## config.mk

```make
export PLATFORM = sky130hd
export DESIGN_NAME = ex_mem_skid_stage
export DESIGN_NICKNAME = d
export VERILOG_FILES = /design/src/rtl/ex_mem_pkg.sv /design/src/rtl/ex_mem_skid_stage_entry_reg.sv /design/src/rtl/ex_mem_skid_stage.sv
export SDC_FILE = /design/constraint.sdc
export NUM_CORES = 1
export LEC_CHECK = 0
export ABC_AREA = 1
export CAP_MARGIN = 20
export CELL_PAD_IN_SITES_DETAIL_PLACEMENT = 1
export CELL_PAD_IN_SITES_GLOBAL_PLACEMENT = 1
export CORE_MARGIN = 1.5
export CORE_UTILIZATION = 28
export DETAILED_ROUTE_END_ITERATION = 8
export GPL_TIMING_DRIVEN = 0
export PLACE_DENSITY = 0.64
export SLEW_MARGIN = 15
export SYNTH_ARGS = -nofsm -noshare
export SYNTH_HDL_FRONTEND = slang
export SYNTH_SLANG_ARGS = --single-unit
```

## constraint.sdc

```tcl
create_clock -name clk_i -period 2.9 [get_ports clk_i]
set_input_delay 0.435 -clock clk_i [delete_from_list [all_inputs] [get_ports clk_i]]
set_output_delay 0.435 -clock clk_i [all_outputs]
set_load 0.01 [all_outputs]
```

## src/rtl/ex_mem_pkg.sv

```systemverilog
// Shared types for the EX->MEM skid stage: entry layout, occupancy states and
// the overflow-trap control gating helper.
package ex_mem_pkg;

   localparam int DATA_W = 32;
   localparam int REG_AW = 5;

   typedef struct packed {
      logic [DATA_W-1:0] result;
      logic              zero;
      logic [REG_AW-1:0] rd;
      logic              reg_write;
      logic              mem_read;
      logic              mem_write;
      logic [DATA_W-1:0] store;
   } ex_mem_entry_t;

   typedef enum logic [1:0] {
      ST_EMPTY = 2'd0,
      ST_HALF  = 2'd1,
      ST_FULL  = 2'd2
   } state_t;

   // A trapping op keeps its result for the exception path but must not
   // update architectural state.
   function automatic ex_mem_entry_t trap_gate(input ex_mem_entry_t e, input logic trap);
      ex_mem_entry_t g;
      g           = e;
      g.reg_write = e.reg_write & ~trap;
      g.mem_write = e.mem_write & ~trap;
      return g;
   endfunction

endpackage

```

## src/rtl/ex_mem_skid_stage_entry_reg.sv

```systemverilog
// ex_mem_entry_reg: enable-loaded entry register with asynchronous active-low
// clear, used for both the head and the skid slot.
module ex_mem_entry_reg
   import ex_mem_pkg::*;
(
   input  logic          clk_i,
   input  logic          rst_n,
   input  logic          load,
   input  ex_mem_entry_t d,
   output ex_mem_entry_t q
);

   always_ff @(posedge clk_i or negedge rst_n) begin
      if (!rst_n) begin
         q <= '0;
      end else if (load) begin
         q <= d;
      end
   end

endmodule

```

## src/rtl/ex_mem_skid_stage.sv

```systemverilog
// EX->MEM pipeline stage with a 2-entry skid buffer and head forwarding.
// Optional overflow trapping is enabled by defining EX_MEM_OVF_TRAP_EN.
//
//  state    | meaning
//  ---------+-----------------------------------------------
//  ST_EMPTY | nothing held, in_ready_o=1
//  ST_HALF  | head valid, skid empty, in_ready_o=1
//  ST_FULL  | head and skid valid, in_ready_o=0
module ex_mem_skid_stage
   import ex_mem_pkg::*;
#(
   parameter int DATA_W = ex_mem_pkg::DATA_W,
   parameter int REG_AW = ex_mem_pkg::REG_AW
) (
   input  logic              clk_i,
   input  logic              rst_n,
   input  logic              in_valid_i,
   output logic              in_ready_o,
   input  logic [DATA_W-1:0] alu_result_i,
   input  logic              alu_zero_i,
   input  logic              alu_ovf_i,
   input  logic              ovf_trap_i,
   input  logic [REG_AW-1:0] rd_addr_i,
   input  logic              reg_write_i,
   input  logic              mem_read_i,
   input  logic              mem_write_i,
   input  logic [DATA_W-1:0] store_data_i,
   input  logic              flush_i,
   output logic              out_valid_o,
   input  logic              out_ready_i,
   output logic [DATA_W-1:0] out_result_o,
   output logic              out_zero_o,
   output logic [REG_AW-1:0] out_rd_o,
   output logic              out_reg_write_o,
   output logic              out_mem_read_o,
   output logic              out_mem_write_o,
   output logic [DATA_W-1:0] out_store_o,
   output logic              fwd_valid_o,
   output logic              exc_ovf_o
);

   state_t        state, state_nxt;
   logic          ready_q;
   logic          accept, retire;
   logic          load_head, load_skid, head_from_skid;
   logic          in_trap;
   ex_mem_entry_t in_raw, in_entry, head_d, head_q, skid_q;

   assign accept = in_valid_i & ready_q;
   assign retire = out_valid_o & out_ready_i;

   assign in_raw = '{result:    alu_result_i,
                     zero:      alu_zero_i,
                     rd:        rd_addr_i,
                     reg_write: reg_write_i,
                     mem_read:  mem_read_i,
                     mem_write: mem_write_i,
                     store:     store_data_i};

`ifdef EX_MEM_OVF_TRAP_EN
   logic skid_trap_q, exc_q;

   assign in_trap  = alu_ovf_i & ovf_trap_i;
   assign in_entry = trap_gate(in_raw, in_trap);

   // Pulse follows the entry into the head slot, whichever path it took.
   always_ff @(posedge clk_i or negedge rst_n) begin
      if (!rst_n) begin
         skid_trap_q <= 1'b0;
         exc_q       <= 1'b0;
      end else begin
         if (load_skid) skid_trap_q <= in_trap;
         exc_q <= load_head & (head_from_skid ? skid_trap_q : in_trap);
      end
   end

   assign exc_ovf_o = exc_q;
`else
   logic unused_ovf;

   assign in_trap    = 1'b0;
   assign unused_ovf = alu_ovf_i ^ ovf_trap_i ^ in_trap;
   assign in_entry   = in_raw;
   assign exc_ovf_o  = 1'b0;
`endif

   always_ff @(posedge clk_i or negedge rst_n) begin
      if (!rst_n) begin
         state   <= ST_EMPTY;
         ready_q <= 1'b1;
      end else begin
         state   <= state_nxt;
         ready_q <= (state_nxt != ST_FULL);
      end
   end

   // Flush wins over any accept; a concurrent retire has already been seen by MEM.
   always_comb begin
      state_nxt      = state;
      load_head      = 1'b0;
      load_skid      = 1'b0;
      head_from_skid = 1'b0;
      if (flush_i) begin
         state_nxt = ST_EMPTY;
      end else begin
         case (state)
            ST_EMPTY: begin
               if (accept) begin
                  state_nxt = ST_HALF;
                  load_head = 1'b1;
               end
            end
            ST_HALF: begin
               case ({accept, retire})
                  2'b10: begin
                     state_nxt = ST_FULL;
                     load_skid = 1'b1;
                  end
                  2'b01: state_nxt = ST_EMPTY;
                  2'b11: load_head = 1'b1;
                  default: state_nxt = ST_HALF;
               endcase
            end
            ST_FULL: begin
               if (retire) begin
                  state_nxt      = ST_HALF;
                  load_head      = 1'b1;
                  head_from_skid = 1'b1;
               end
            end
            default: state_nxt = ST_EMPTY;
         endcase
      end
   end

   assign head_d = head_from_skid ? skid_q : in_entry;

   ex_mem_entry_reg u_head (
      .clk_i (clk_i),
      .rst_n (rst_n),
      .load  (load_head),
      .d     (head_d),
      .q     (head_q)
   );

   ex_mem_entry_reg u_skid (
      .clk_i (clk_i),
      .rst_n (rst_n),
      .load  (load_skid),
      .d     (in_entry),
      .q     (skid_q)
   );

   assign in_ready_o      = ready_q;
   assign out_valid_o     = (state != ST_EMPTY);
   assign out_result_o    = head_q.result;
   assign out_zero_o      = head_q.zero;
   assign out_rd_o        = head_q.rd;
   assign out_reg_write_o = head_q.reg_write;
   assign out_mem_read_o  = head_q.mem_read;
   assign out_mem_write_o = head_q.mem_write;
   assign out_store_o     = head_q.store;
   assign fwd_valid_o     = out_valid_o & head_q.reg_write & (head_q.rd != '0);

endmodule

```

==> results.toml <==
[run_status]
status = "finished, final reports clean"

[floorplanning]
initial_utilization_pct = 28.77
die-area_mm2 = 0.02521
fp.dieW_um = 158.8
dieHeight_um = 158.8
core-area_mm2 = 0.02361
rows = 56
num_io_pins = 157

[pwr]
swShare_pct = 27.81
combPwrFrac_pct = 19.9
p_int_mw = 4.694
peakVddDrop_mv = 0.3985
switching_power_mw = 1.809
pwr_density_cell_mw_per_mm2 = 692.8
power_mw = 6.503
pwr-share-seq_pct = 43.1
p_clk_share_pct = 37.0
leakage_nw = 4.951

[sta]
finalCriticalPeriod_ns = 2.190
post-route-period-util_pct = 75.50
skew_ns = 0.01399
rsz0062_at_grt = "no"
finalHoldViolCount = 0
slew_violations = 0
fmax_mhz = 456.7
slew_headroom_pct = 53.32
hold_ws_ns = 0.004363
tightest_slew_ns = 0.7003
setup_viol = 0

[clocking]
cts_buffers = 17
cts.sinks = 149
max-clock-path-buffers = 2
cts-htree-levels = 4
cts_root_buf = "clkbuf_16"
cts_tree = "done"
clkLatencyLatePin_ns = 0.42
path_clk_slew_ns = 0.06
cts_hold_buf = 0
cts_resized = 0
post_cts_buffers = 0

[final_layout]
antennaDiodeCount = 0
most-common-layout-cells = "nand2_1, clkdlybuf4s50_1, dfrtp_1, inv_1, nand3_1"
final-seq-area_mm2 = 0.003730
drive_above_1_share_pct = 8.651
fillers = 2914
area_growth_pct = 38.16
multi_input_area_mm2 = 0.002489
layout_commonest_cell = "nand2_1"
nets = 1143

[synthesis]
seq_area_frac_synth_pct = 54.90
synth_cells = 890
synth_compound_area_share_pct = 5.580
synthAdderAreaFrac_pct = 0
ys_ff_latch = 149
synth-xor-area-share_pct = 0
synthSimpleGateAreaFrac_pct = 30.99
synth_nets = 970
ys_warn_count = 0
synthMuxAreaShare_pct = 0
synth_top_family_by_area = "simple AND/OR/NAND/NOR gates"
syn_area_per_cell_um2 = 7.634
netlist_area_mm2 = 0.006794
ys_types = 20

[place]
place.gp.congestion = 0.7667
numPortBuffers = 153
dpl.hpwl_um = 14680

[critical_path]
max_stage_delay_ns = 0.54
worstPathMaxFanout = 5
r2r_cells = 7
path_delay_family = "buffers and inverters"
crit_path_end_kind = "output pin"
path_cells = "inv_2, nand2_2, nand3_1, inv_1, clkdlybuf4s50_1"
start_kind = "flop"
crit_type = "reg2out"
worstPathArrival_ns = 1.75
cp_slowest_cell = "clkdlybuf4s50_1"
cp_num_buf_inv = 3
critPathRequiredTime_ns = 2.47
cp_num_cells = 5

[job]
drv_cap = 0

[grt]
first_global_vias = 6505
grt_overflow = 0
grt_pass1_wl_um = 35410
grt_usage_pct = 17.77
antenna_found_initial = 1
grt_max_degree = 86

[route]
drc = 0
dr.pass1.iters = 4
drt-initial-drc-count = 218
vias_per_cell = 4.406
finalWirelength_um = 21410
vias = 6142
avgRoutedWirePerCell_um = 15.36
antenna_left = 0

[min_path]
holdCritPathClass = "in2async"
## kinds of logic (layout without fill, tap and decap cells)
| logic type | after synthesis | in the layout |
|---|---|---|
| AND/OR/NAND/NOR | 530 | 530 |
| flip-flops | 149 | 149 |
| buffers and inverters | 135 | 320 |
| AO/OA/AOI/OAI | 75 | 75 |
| other | 1 | 1 |
## final timing paths
path / startpoint / end / slack, ns
worst max-delay path: state[0] / fwd_valid_o / 0.71
worst min-delay path: rst_n / u_head.q[61] / 0.004
worst max register to register: in_ready_o / u_head.q[63] / 1.24
worst min register to register: u_head.q[59] / u_head.q[59] / 0.48
max in group asynchronous: rst_n / in_ready_o / 2.01
min in group clk_i: u_head.q[59] / u_head.q[59] / 0.48
## stage by stage
step	TNS, ns	setup slack [ns]	area, µm²	util [%]	instances
2_1_floorplan	0	1.566	6794	-	890
3_3_place_gp	-785.05	-5.299	8725	36.95	1362
3_5_place_dp	0	0.5908	8757	37.09	1363
4_1_cts	0	0.6744	9387	39.75	1394
5_1_grt	0	0.6013	9387	39.75	1394
6_report	0	0.7104	9387	39.75	1394
## power by group through the flow
stage	Combinational [mW]	Clock (mW)	Sequential (mW)
3_5_place_dp	1.32	0	2.84
3_3_place_gp	1.28	0	2.83
5_1_grt	1.46	2.55	2.86
6_report	1.29	2.41	2.80
2_1_floorplan	0.516	0	2.87
4_1_cts	1.32	2.47	2.81
## Yosys cell counts
| library cell | n | area, µm² |
|---|---|---|
| buf_4 | 2 | 15.01 |
| nand2_1 | 446 | 1674 |
| o21ai_0 | 28 | 140.1 |
| clkbuf_1 | 4 | 15.01 |
| nor2_4 | 1 | 11.26 |
| inv_1 | 77 | 289.0 |
| nand3_1 | 75 | 375.4 |
| dfrtp_1 | 148 | 3704 |
| nor2_2 | 1 | 6.260 |
| inv_2 | 3 | 11.26 |
| conb_1 | 1 | 3.750 |
| nand3_2 | 1 | 10.01 |
| nor3_1 | 1 | 5.000 |
| o21ai_1 | 46 | 230.2 |
| nand4_1 | 1 | 6.260 |
| nor2_1 | 3 | 11.26 |
| nand2_2 | 1 | 6.260 |
| a21oi_2 | 1 | 8.760 |
| dfstp_2 | 1 | 26.28 |
| buf_2 | 49 | 245.2 |
## worst register-to-register path, cell delays in order (launching register included)
cell and delay (ns):
dfstp_2 0.53, nand2_1 0.07, nand2_1 0.10, nand2_1 0.10, nor2_4 0.31, buf_2 0.32, nand2_1 0.12, nand2_1 0.07
## sequential cells by signal (all words and copies together), names as in the netlist
| register | cells |
|---|---|
| u_head.q | 73 |
| u_skid.q | 73 |
| state | 2 |
| in_ready_o | 1 |
## area by class of cell
cell class	count	area share [%]
clock buffers	19	4.825
well taps	319	4.252
clock inverters	12	1.879
plain buffers	55	2.933
flip-flops and latches	149	39.74
inverters	80	3.199
multi-input cells	606	26.51
repair buffers	154	16.66
## layer usage
metal	GRT usage, %	vias up	wire, µm
met1	23.57	2943	10180
met3	4.127	18	992
met4	4.632	2	215
met5	0	-	10
met2	29.05	111	10010
li1	-	3068	-
Power figures use the tool's default switching activity.
==> RTL edit 1 (same settings) <==
The package constant `REG_AW` goes from 5 to 6.
--- a/src/rtl/ex_mem_pkg.sv
+++ b/src/rtl/ex_mem_pkg.sv
@@ -3,7 +3,7 @@
 package ex_mem_pkg;
 
    localparam int DATA_W = 32;
-   localparam int REG_AW = 5;
+   localparam int REG_AW = 6;
 
    typedef struct packed {
       logic [DATA_W-1:0] result;
Ports: changed (resized out_rd_o and rd_addr_i); port bits go from 157 to 159. The function was not compared with the original's and may differ.
==> RTL edit 1 against the original RTL <==
- cell count up 1.6%
- first-iteration DRC count down 7.8%
- global-route usage down 0.36 points
- sequential share of layout area up 0.20 points
- synthesized area up 1.4%
- power down 2.4%
- cell area up 0.83%
- routed wire length down 2.2%
- clock power down 8%
- worst setup slack worse by 0.014 ns
- sequential cell count up 2
- largest power group unchanged
==> RTL edit 1: results (changes against the original RTL) <==
[placed_design]
place_congestion = 0.735  ; was 0.767
placed_cell_area_sq_mm = 0.00888  ; was 0.00876 sq mm
hpwl_um = 14700  ; about the same
portBuffers = 155  ; was 153

[finish]
clock_buffers = 19  ; unchanged
nFillCells = 2930  ; was 2,914
multi_input_cells = 615  ; was 606
reg_top3 = u_head.q: 74 flops, u_skid.q: 74 flops, state: 2 flops  ; was u_head.q: 73 flops, u_skid.q: 73 flops, state: 2 flops
multi_input_area_share = 0.265  ; about the same
seqCellArea_sq_mm = 0.00378  ; was 0.00373 sq mm
area_share_clock_buf_inv = 0.0605  ; was 0.0670
finalNetCount = 1161  ; was 1,143
nFlopsAndLatches = 151  ; was 149
buffers = 214  ; was 209
final_area_sq_mm = 0.00946  ; was 0.00939 sq mm
inverters = 81  ; was 80
diodes = 1  ; was 0
layout-drive-gt1-share = 0.0778  ; was 0.0865
area_share_nonclk_buffers = 0.200  ; was 0.196

[routing]
met1_length_um = 9960  ; was 10,200 um
routed.top_layer = met4  ; was met5
wl_met3_um = 1020  ; was 992 um
routed-wl-met2_um = 9720  ; was 10,000 um
vias = 6174  ; was 6,142
drtIter0Drc = 201  ; was 218
wl_per_cell_um = 14.8  ; was 15.4 um

[power_and_ir_drop]
seq-power_w = 0.00284  ; was 0.00280 W
swShare = 0.285  ; was 0.278
power_frac_clock = 0.349  ; was 0.370
p_leak_nw = 4.97  ; was 4.95 nW
ir_drop_mv = 0.229  ; was 0.398 mV
pwr.group.clock_w = 0.00222  ; was 0.00241 W

[logic_synthesis]
synthTopCellsByCount = 452 x nand2_1, 150 x dfrtp_1, 78 x inv_1, 78 x nand3_1, 41 x o21ai_0  ; was 446 x nand2_1, 148 x dfrtp_1, 77 x inv_1, 75 x nand3_1, 49 x buf_2
yosysWarnings = 0  ; unchanged
synthMuxAreaShare = 0  ; unchanged
synth-compound-area-share = 0.0552  ; was 0.0558
synthDistinctLibCells = 17  ; was 20
synth_area_leaders = dfrtp_1 54%, nand2_1 25%, nand3_1 5.7%  ; was dfrtp_1 55%, nand2_1 25%, nand3_1 5.5%
seq_area_frac_synth = 0.549  ; about the same
syn-num-nets = 985  ; was 970

[run_status]
outcome = finished, final reports clean  ; unchanged

[setup_path]
critPathMaxFanout = 3  ; was 5
critPathSlowestCell = clkdlybuf4s50_1  ; unchanged
worst_ep_arrival_time_ns = 1.77  ; was 1.75 ns

[clock_tree]
cts_setup_buffers = 0  ; unchanged
clockBufferDepth = 2  ; unchanged
hold_buffers = 1  ; was 0
ctsResizeCount = 0  ; unchanged
clkTransAtPathRegs_ns = 0.06  ; about the same

[grt]
track_usage = 0.174  ; was 0.178
grt_pass1_vias = 6641  ; was 6,505
grt_max_degree = 83  ; was 86
grt_pass1_wl_um = 35100  ; was 35,400 um

[timing]
worstMarginPinSlew_ns = 0.570  ; was 0.700 ns
fin_skew_ns = 0.0124  ; was 0.0140 ns

[worst_hold_path]
min_path_type = register to register  ; was input pin to async pin

RTL edit 1: cell types whose count changed in the layout (fill, tap and decap cells not counted), moves of 2 or more:
cell,before,now
buf_2,49,39
buf_4,2,9
bufinv_16,4,2
clkbuf_1,4,10
clkdlybuf4s50_1,152,154
clkinvlp_4,2,5
dfrtp_1,148,150
inv_6,2,0
nand2_1,446,452
nand3_1,75,78
nor2_1,3,5
o21ai_0,28,41
o21ai_1,46,34
RTL edit 1: per-stage QoR:
step,utilization,instances,hold slack [ns],worst slack (ns)
floorplan,-,904,0.139,1.52
global placement,0.365,1383,0.463,-5.44
detailed placement,0.366,1384,0.450,0.627
CTS,0.390,1416,0.484,0.603
global route,0.390,1416,0.504,0.586
finish,0.390,1417,0.477,0.697
RTL edit 1: worst paths after layout:
path / slack (ns) / depth (start not counted) / end / start
max in group asynchronous: 1.49 / 3 / in_ready_o$_DFF_PN1_ / rst_n
hold / removal: 0.48 / 2 / u_head.q[52]$_DFFE_PN0P_ / u_head.q[52]$_DFFE_PN0P_
hold reg to reg: 0.48 / 2 / u_head.q[52]$_DFFE_PN0P_ / u_head.q[52]$_DFFE_PN0P_
min in group asynchronous: 0.56 / 2 / u_head.q[62]$_DFFE_PN0P_ / rst_n
setup reg to reg: 1.21 / 6 / u_skid.q[60]$_DFFE_PN0P_ / in_ready_o$_DFF_PN1_
setup / recovery: 0.70 / 5 / fwd_valid_o / u_head.q[40]$_DFFE_PN0P_
RTL edit 1: worst max-delay path, delay by kind of cell, from the launching register on:
kind,cells,cell delay (ns)
buffers and inverters,2,0.63
flip-flops,1,0.43
AND/OR/NAND/NOR,3,0.27
RTL edit 1: per-layer routing:
layer / GRT usage / vias up
li1: - / 3104
met4: 0.0446 / 0
met3: 0.0447 / 19
met5: 0 / -
met1: 0.227 / 2934
met2: 0.288 / 117
==> RTL edit 2 (same settings) <==
Without the edit above. Re-encode `state_t` (3 states) as one-hot, 3 bits wide.
--- a/src/rtl/ex_mem_pkg.sv
+++ b/src/rtl/ex_mem_pkg.sv
@@ -15,10 +15,10 @@
       logic [DATA_W-1:0] store;
    } ex_mem_entry_t;
 
-   typedef enum logic [1:0] {
-      ST_EMPTY = 2'd0,
-      ST_HALF  = 2'd1,
-      ST_FULL  = 2'd2
+   typedef enum logic [2:0] {
+      ST_EMPTY = 3'b001,
+      ST_HALF  = 3'b010,
+      ST_FULL  = 3'b100
    } state_t;
 
    // A trapping op keeps its result for the exception path but must not
Check against the original RTL: no difference found for any inputs over 4 cycles, from zero or initial values and one cycle with rst_n low; so few cycles prove little.
==> RTL edit 2 against the original RTL <==
- sequential power fell by 3%
- synthesized area is 7.9% higher
- worst setup slack got worse by 0.19 ns
- sequential share of layout area is 1.9 points lower
- largest cell class unchanged
- via count increased by 8.8%
- utilization fell by 1.4 points
- routed wire length grew 9.6%
- combinational power grew 14%
- sequential cell count grew 1
- cell area increased by 5.7%
- power about the same
- critical path depth is the same
==> RTL edit 2: results (changes against the original RTL) <==
[run_status]
outcome = finished, final reports clean  ; unchanged

[grt]
grtUsageMet2 = 0.290  ; about the same
grt_max_degree = 80  ; was 86
track_usage = 0.182  ; was 0.178
use_met3 = 0.0286  ; was 0.0413
grt_pass1_wl_um = 38200  ; was 35,400 um
grt_pass1_vias = 7028  ; was 6,505
grt_util_met1 = 0.256  ; was 0.236

[power_and_ir_drop]
ir_drop_mv = 0.255  ; was 0.398 mV
p_leak_nw = 4.98  ; was 4.95 nW
internal_power_w = 0.00460  ; was 0.00469 W
pwr.group.clock_w = 0.00233  ; was 0.00241 W

[logic_synthesis]
synth-compound-area-share = 0.0550  ; was 0.0558
synth_area_leaders = dfrtp_1 51%, nand2_1 19%, nand4_1 6.5%  ; was dfrtp_1 55%, nand2_1 25%, nand3_1 5.5%
synthTopCellsByCount = 375 x nand2_1, 148 x dfrtp_1, 78 x inv_1, 76 x nand4_1, 46 x o21ai_0  ; was 446 x nand2_1, 148 x dfrtp_1, 77 x inv_1, 75 x nand3_1, 49 x buf_2
synthDistinctLibCells = 26  ; was 20
syn-num-nets = 999  ; was 970
syn_area_per_cell_sq_um = 7.97  ; was 7.63 sq um

[placed_design]
dp_cells = 1407  ; was 1,363
dp_slack_ns = 0.340  ; was 0.591 ns
portBuffers = 152  ; was 153
place_congestion = 0.731  ; was 0.767
placed_cell_area_sq_mm = 0.00930  ; was 0.00876 sq mm
hpwl_um = 16400  ; was 14,700 um

[routing]
routed.top_layer = met4  ; was met5
drtIter0Drc = 338  ; was 218
wl_met3_um = 718  ; was 992 um
met1_length_um = 11600  ; was 10,200 um
routed-wl-met2_um = 10900  ; was 10,000 um
wl_per_cell_um = 16.3  ; was 15.4 um
vias = 6685  ; was 6,142

[timing]
worstMarginPinSlew_ns = 0.718  ; was 0.700 ns
fin_skew_ns = 0.0125  ; was 0.0140 ns
fin_worst_hold_slack_ns = 0.472  ; was 0.00436 ns
fin_ws_ns = 0.523  ; was 0.710 ns

[worst_hold_path]
min_path_type = register to register  ; was input pin to async pin

[setup_path]
worst_ep_arrival_time_ns = 1.94  ; was 1.75 ns
reg2reg_to = u_head.q[44]$_DFFE_PN0P_  ; was u_head.q[63]$_DFFE_PN0P_
crit_start = state[1]$_DFF_PN0_  ; was state[0]$_DFF_PN0_
r2r_setup_slack_ns = 0.82  ; was 1.24 ns

[clock_tree]
hold_buffers = 1  ; was 0

[finish]
reg_top3 = u_head.q: 73 flops, u_skid.q: 73 flops, state: 3 flops  ; was u_head.q: 73 flops, u_skid.q: 73 flops, state: 2 flops
finalNetCount = 1172  ; was 1,143

-- RTL edit 2: cell count changes after synthesis, sizes merged --
cell and delta:
nand4 +75, nand2 -69, clkbuf +23, buf -7, nor2 +3, o211ai +2
a21boi +1, a21oi +1, dfstp +1, nand3 -1
-- RTL edit 2: final cells by class --
cell class / instances / area, sq um
diodes: 2 / 5.00
flip-flops and latches: 150 / 3760
well taps: 335 / 419
clock inverters: 14 / 173
multi-input cells: 618 / 2900
clock buffers: 18 / 429
plain buffers: 71 / 375
fillers: 3129 / 15900
repair buffers: 154 / 1560
inverters: 80 / 300
-- RTL edit 2: worst max-delay path: stages (launching register included) --
cell,delay [ns]
dfrtp_1,0.49
inv_1,0.09
nand3_2,0.14
nand2_1,0.13
a21oi_1,0.14
clkdlybuf4s50_1,0.55
-- RTL edit 2: kinds of logic after synthesis --
| kind of cell | after synthesis |
|---|---|
| AO/OA/AOI/OAI | 79 |
| other | 1 |
| flip-flops | 150 |
| buffers and inverters | 151 |
| AND/OR/NAND/NOR | 538 |
